<file path="config.mk">
export PLATFORM = sky130hd
export DESIGN_NAME = awgn_channel
export DESIGN_NICKNAME = d
export VERILOG_FILES = /design/src/rtl/awgn_channel_pkg.sv /design/src/rtl/awgn_lane.sv /design/src/rtl/awgn_channel.sv
export SDC_FILE = /design/constraint.sdc
export NUM_CORES = 2
export LEC_CHECK = 0
export BUFFER_PORTS_ARGS = -buffer_cell sky130_fd_sc_hd__buf_2
export CORE_AREA = 4 4 231 256
export CTS_CLUSTER_SIZE = 12
export DETAILED_ROUTE_END_ITERATION = 7
export DIE_AREA = 0 0 235 260
export PLACE_DENSITY = 0.76
export SYNTH_ARGS = -nofsm -noshare
export SYNTH_HDL_FRONTEND = slang
export SYNTH_SLANG_ARGS = --single-unit
export TNS_END_PERCENT = 100
</file>
<file path="constraint.sdc">
create_clock -name clk_fs -period 8.5 [get_ports clk_fs]
set_clock_uncertainty 0.2 [all_clocks]
set_input_delay 1.7 -clock clk_fs [delete_from_list [all_inputs] [get_ports clk_fs]]
set_output_delay 1.7 -clock clk_fs [all_outputs]
set_load 0.02 [all_outputs]
</file>
<file path="src/rtl/awgn_channel_pkg.sv">
// Shared QPSK channel definitions.
// Default widths and saturation bounds.
package awgn_channel_pkg;

  localparam int SIG_W_DEF   = 16;
  localparam int NOISE_W_DEF = 20;
  localparam int GAIN_W_DEF  = 16;
  localparam int SAT_CNT_W   = 16;

  localparam logic signed [SIG_W_DEF-1:0] SAT_MAX =
    16'sh7FFF;
  localparam logic signed [SIG_W_DEF-1:0] SAT_MIN =
    16'sh8000;
  localparam logic [SAT_CNT_W-1:0] SAT_CNT_MAX =
    16'hFFFF;

  // Largest value of a w-bit two's complement word.
  function automatic longint sat_hi(input int w);
    return (longint'(1) <<< (w - 1)) - 1;
  endfunction

  // Smallest value of a w-bit two's complement word.
  function automatic longint sat_lo(input int w);
    return -(longint'(1) <<< (w - 1));
  endfunction

endpackage

</file>
<file path="src/rtl/awgn_lane.sv">
// One I or Q lane of the AWGN channel.
// Scale noise, add to signal, clip to output range.
module awgn_lane
  import awgn_channel_pkg::*;
#(
  parameter int SIG_W   = SIG_W_DEF,
  parameter int NOISE_W = NOISE_W_DEF,
  parameter int GAIN_W  = GAIN_W_DEF
) (
  input  logic                      clk_fs,
  input  logic                      rst_n,
  input  logic                      en_s1,
  input  logic                      en_s2,
  input  logic                      en_s3,
  input  logic                      noise_en,
  input  logic signed [SIG_W-1:0]   sig,
  input  logic signed [NOISE_W-1:0] gauss,
  input  logic [GAIN_W-1:0]         gain,
  output logic signed [SIG_W-1:0]   out,
  output logic                      clip
);

  localparam int N_W   = NOISE_W + 1;
  localparam int SUM_W = NOISE_W + 2;
  localparam int P_W   = NOISE_W + GAIN_W + 1;

  localparam logic signed [SUM_W-1:0] HI =
    SUM_W'(sat_hi(SIG_W));
  localparam logic signed [SUM_W-1:0] LO =
    SUM_W'(sat_lo(SIG_W));
  localparam logic signed [SIG_W-1:0] OUT_HI =
    SIG_W'(sat_hi(SIG_W));
  localparam logic signed [SIG_W-1:0] OUT_LO =
    SIG_W'(sat_lo(SIG_W));

  logic signed [GAIN_W:0]    gain_s;
  logic signed [P_W-1:0]     prod;
  logic signed [N_W-1:0]     n_nxt;
  logic signed [SIG_W-1:0]   s1_sig;
  logic signed [N_W-1:0]     s1_n;
  logic signed [SUM_W-1:0]   s2_sum;
  logic                      over;
  logic                      under;

  // Gain is unsigned Q0.GAIN_W; widen with a zero sign bit.
  assign gain_s = {1'b0, gain};
  assign prod   = P_W'(gauss) * P_W'(gain_s);
  assign n_nxt  = noise_en ? N_W'(prod >>> GAIN_W) : '0;

  assign over  = s2_sum > HI;
  assign under = s2_sum < LO;
  assign clip  = over | under;

  // S1: capture signal and scaled noise.
  always_ff @(posedge clk_fs or negedge rst_n) begin
    if (!rst_n) begin
      s1_sig <= '0;
      s1_n   <= '0;
    end else if (en_s1) begin
      s1_sig <= sig;
      s1_n   <= n_nxt;
    end
  end

  // S2: full-width sum, cannot overflow.
  always_ff @(posedge clk_fs or negedge rst_n) begin
    if (!rst_n) begin
      s2_sum <= '0;
    end else if (en_s2) begin
      s2_sum <= SUM_W'(s1_sig) + SUM_W'(s1_n);
    end
  end

  // S3: clip into the output range.
  always_ff @(posedge clk_fs or negedge rst_n) begin
    if (!rst_n) begin
      out <= '0;
    end else if (en_s3) begin
      unique case (1'b1)
        over:    out <= OUT_HI;
        under:   out <= OUT_LO;
        default: out <= s2_sum[SIG_W-1:0];
      endcase
    end
  end

endmodule

</file>
<file path="src/rtl/awgn_channel.sv">
// AWGN channel: adds scaled noise to QPSK I/Q.
// Valid pipeline, gain register, saturation stats.
module awgn_channel
  import awgn_channel_pkg::*;
#(
  parameter int SIG_W   = SIG_W_DEF,
  parameter int NOISE_W = NOISE_W_DEF,
  parameter int GAIN_W  = GAIN_W_DEF
) (
  input  logic                      clk_fs,
  input  logic                      rst_n,
  input  logic signed [SIG_W-1:0]   sig_I,
  input  logic signed [SIG_W-1:0]   sig_Q,
  input  logic                      sig_valid,
  input  logic signed [NOISE_W-1:0] gauss_I,
  input  logic signed [NOISE_W-1:0] gauss_Q,
  input  logic                      noise_en,
  input  logic [GAIN_W-1:0]         noise_gain,
  input  logic                      gain_load,
  input  logic                      sat_clr,
  output logic signed [SIG_W-1:0]   out_I,
  output logic signed [SIG_W-1:0]   out_Q,
  output logic                      out_valid,
  output logic [SAT_CNT_W-1:0]      sat_cnt,
  output logic                      sat_flag
);

  logic [GAIN_W-1:0] gain_reg;
  logic              v1;
  logic              v2;
  logic              v3;
  logic              clip_I;
  logic              clip_Q;
  logic              sat_evt;

  // One event per sample, even if both lanes clip.
  assign sat_evt   = v2 & (clip_I | clip_Q);
  assign out_valid = v3;

  // Gain register; zero after reset keeps noise off.
  always_ff @(posedge clk_fs or negedge rst_n) begin
    if (!rst_n) begin
      gain_reg <= '0;
    end else if (gain_load) begin
      gain_reg <= noise_gain;
    end
  end

  // Valid bits travel alongside the lane stages.
  always_ff @(posedge clk_fs or negedge rst_n) begin
    if (!rst_n) begin
      v1 <= 1'b0;
      v2 <= 1'b0;
      v3 <= 1'b0;
    end else begin
      v1 <= sig_valid;
      v2 <= v1;
      v3 <= v2;
    end
  end

  // Saturation stats; clear beats a same-cycle event.
  always_ff @(posedge clk_fs or negedge rst_n) begin
    if (!rst_n) begin
      sat_cnt  <= '0;
      sat_flag <= 1'b0;
    end else if (sat_clr) begin
      sat_cnt  <= '0;
      sat_flag <= 1'b0;
    end else if (sat_evt) begin
      sat_flag <= 1'b1;
      if (sat_cnt != SAT_CNT_MAX) begin
        sat_cnt <= sat_cnt + 1'b1;
      end
    end
  end

  awgn_lane #(
    .SIG_W   (SIG_W),
    .NOISE_W (NOISE_W),
    .GAIN_W  (GAIN_W)
  ) u_lane_i (
    .clk_fs   (clk_fs),
    .rst_n    (rst_n),
    .en_s1    (sig_valid),
    .en_s2    (v1),
    .en_s3    (v2),
    .noise_en (noise_en),
    .sig      (sig_I),
    .gauss    (gauss_I),
    .gain     (gain_reg),
    .out      (out_I),
    .clip     (clip_I)
  );

  awgn_lane #(
    .SIG_W   (SIG_W),
    .NOISE_W (NOISE_W),
    .GAIN_W  (GAIN_W)
  ) u_lane_q (
    .clk_fs   (clk_fs),
    .rst_n    (rst_n),
    .en_s1    (sig_valid),
    .en_s2    (v1),
    .en_s3    (v2),
    .noise_en (noise_en),
    .sig      (sig_Q),
    .gauss    (gauss_Q),
    .gain     (gain_reg),
    .out      (out_Q),
    .clip     (clip_Q)
  );

endmodule
</file>
==> run metrics <==
DRC 0; Routability Congestion 0.938; Post-synth ARST share 1.00; Pre-antenna DRT Iters 5; RSZ-0062 raised after global routing no; FF+latch area 4660 um2; final WL 73000 um; Die Area 61100 um2; maximum root-to-sink buffer count 2; Synth Flop Type dfrtp_1; routed length per placed instance 17.4 um; clk_lat worst skew 0.49 ns; worst path required time 8.66 ns; Post-Syn Area 32000 um2; DR iter-0 viols 1205; period utilisation layout 0.894; max layer used met4; Yosys top cell area share 0.401; initial antenna violation count 3; Area contributors post-synth fa_1 (40%), dfrtp_1 (15%), inv_1 (9.6%), ha_1 (8.8%), nand2_1 (5.1%); Ports 144; cts hold-fix bufs 0; cts repair resizes 0; Met2 Wirelength 39300 um; vias per cell 5.39; Core ar. 56700 um2; post-route minimum period 7.59 ns; first-pass GRT wire length 125000 um; Pins Over Slew Limit 0; Max Cap Viol 0; Hold Crit Class reg -> reg; Filler Cell Count 4785; postcts setup bufs 0; Starting Density 0.563; post-synthesis sequential area ratio 0.146; fmax 132 MHz; Ys Warns 0; Post-Syn Area per Cell 9.47 um2; final layout net count 4391; Crit Path Class in -> reg; vias in the first global route 25100; CP Capture Type register; DP Wirelength 58400 um; CTS tree done; Area Overhead vs Synth 6.29%; status finished, final reports clean; Fin Setup TNS 0 ns; Rows 92; CTS Sinks 186; Synth area leader fa_1; Regs by FF count u_lane_i.s2_sum (22), u_lane_q.s2_sum (22); Mapped Nets 4334; CP Launch Type input port; GRT Overall Usage 0.254; Num CTS Buffers 17; critical path arrival 7.76 ns; area of the multi-input gates 23700 um2; clk root buf clkbuf_16; Die W 235 um; Post-synth EDFFs 0; Die Height 260 um; Reg clk slew, reported paths 0.08 ns; PortBufs 143; layout cells sized above 1 0.0900; Synth Instances 3375; Final Hold Viols 0; Setup-failing EPs final 0; H-tree depth 4; largest net degree at the start of global routing 106; global route overflow 0; Least-Margin Pin Slew 1.11 ns; synthesized flop and latch total 186; Slew headroom 0.259; library cells used by synthesis 67; Crit Path Max Fanout 16; vias 22600; post-route ant nets 0; met1 wire length 27800 um; metal3 WL 2480 um
-- routing by layer --
metal  GRT usage  vias to the layer above
met5           0                        -
met4       0.113                        0
met3      0.0244                      171
met2       0.473                      498
met1       0.300                    11700
li1            -                    10200
-- synthesized netlist by cell type (3+ instances only) --
cell type  count
a211o_1        4
a211oi_1       6
a21o_1        34
a21oi_1      125
a221o_1        3
a22o_1        26
a31o_1         7
a31o_2         4
a31oi_1        5
a32o_1         4
and2_1       248
and3_1        13
clkbuf_1     137
dfrtp_1      186
fa_1         640
ha_1         225
inv_1        818
mux2_2        82
nand2_1      432
nand2b_1       6
nand3_1       21
nand4_1       10
nand4b_1       3
nor2_1        81
nor2b_1       17
nor3_1        14
nor4_1         6
o2111ai_1      4
o211ai_1       5
o21a_1        10
o21ai_0       24
o21ai_1       15
o21bai_1       8
o31ai_1        4
o32ai_1        3
or2_1          3
or2_2          3
or3_1          8
xnor2_1       68
xor2_1        29
-- critical path, stage by stage --
cell	delay, ns
buf_2	0.22
and2_1	0.23
fa_1	0.54
inv_1	0.05
fa_1	0.46
fa_1	0.49
fa_1	0.54
inv_1	0.05
fa_1	0.48
inv_1	0.05
fa_1	0.48
inv_1	0.05
ha_1	0.29
a21o_1	0.16
a21o_1	0.17
a221o_1	0.44
o211ai_2	0.25
nand3_1	0.22
o2111a_1	0.33
or3_1	0.31
a32o_1	0.26
-- metrics by stage --
stage,area (um2),std cells,utilization,hold slack (ns),worst slack (ns)
finish,34000,4198,0.598,0.293,0.905
detailed placement,33300,4165,0.588,0.271,0.414
floorplan,32000,3375,-,0.152,0.880
global placement,33300,4165,0.588,0.267,0.502
CTS,34000,4197,0.598,0.287,0.936
global route,34000,4198,0.598,0.325,0.555
-- path summary, 6_finish.rpt --
check / start / end / slack, ns / cells after the start
max: gauss_I[7] / u_lane_i.s1_n[16] / 0.91 / 21
min: u_lane_i.s2_sum[4] / u_lane_i.s2_sum[4] / 0.29 / 1
max reg2reg: gain_reg[6] / u_lane_q.s1_n[17] / 1.27 / 22
min reg2reg: u_lane_i.s2_sum[4] / u_lane_i.s2_sum[4] / 0.29 / 1
max in group asynchronous: rst_n / v1 / 5.31 / 2
min in group asynchronous: rst_n / sat_cnt[10] / 1.11 / 1
-- layout make-up --
| class | instances | share of cell area |
|---|---|---|
| clock inverters | 13 | 0.00457 |
| multi-input cells | 2232 | 0.698 |
| flip-flops and latches | 186 | 0.137 |
| repair buffers | 176 | 0.0286 |
| well taps | 752 | 0.0277 |
| inverters | 819 | 0.0905 |
| diodes | 1 | 0.0000737 |
| clock buffers | 19 | 0.0133 |
-- cell families (layout without fill, tap and decap cells) --
logic type,Yosys count,in the layout,share of synthesized area
compound gates,318,318,0.0678
xor+xnor,97,97,0.0266
fa+ha+maj,865,865,0.489
buf+inv,957,1027,0.112
flops,186,186,0.146
mux,83,83,0.0292
other cells,0,1,0
simple gates,869,869,0.129
-- layout by cell type, fill, tap and decap left out, drive strengths merged, types with 7 or more instances in the layout --
| master | n |
|---|---|
| a21oi | 126 |
| nor4 | 7 |
| a31o | 11 |
| fa | 640 |
| nand4 | 10 |
| mux2 | 82 |
| or3 | 8 |
| buf | 175 |
| dfrtp | 186 |
| and2 | 248 |
| nand3 | 21 |
| nor3 | 14 |
| o21a | 10 |
| nand2 | 432 |
| inv | 824 |
| nor2 | 81 |
| a21o | 34 |
| xnor2 | 68 |
| o21ai | 40 |
| a22o | 26 |
| xor2 | 29 |
| clkbuf | 20 |
| and3 | 13 |
| nor2b | 17 |
| ha | 225 |
| o21bai | 8 |
Power is left out: the tool's default activity adds up to more than one toggle a clock period on the data nets, which glitch-free logic cannot reach.
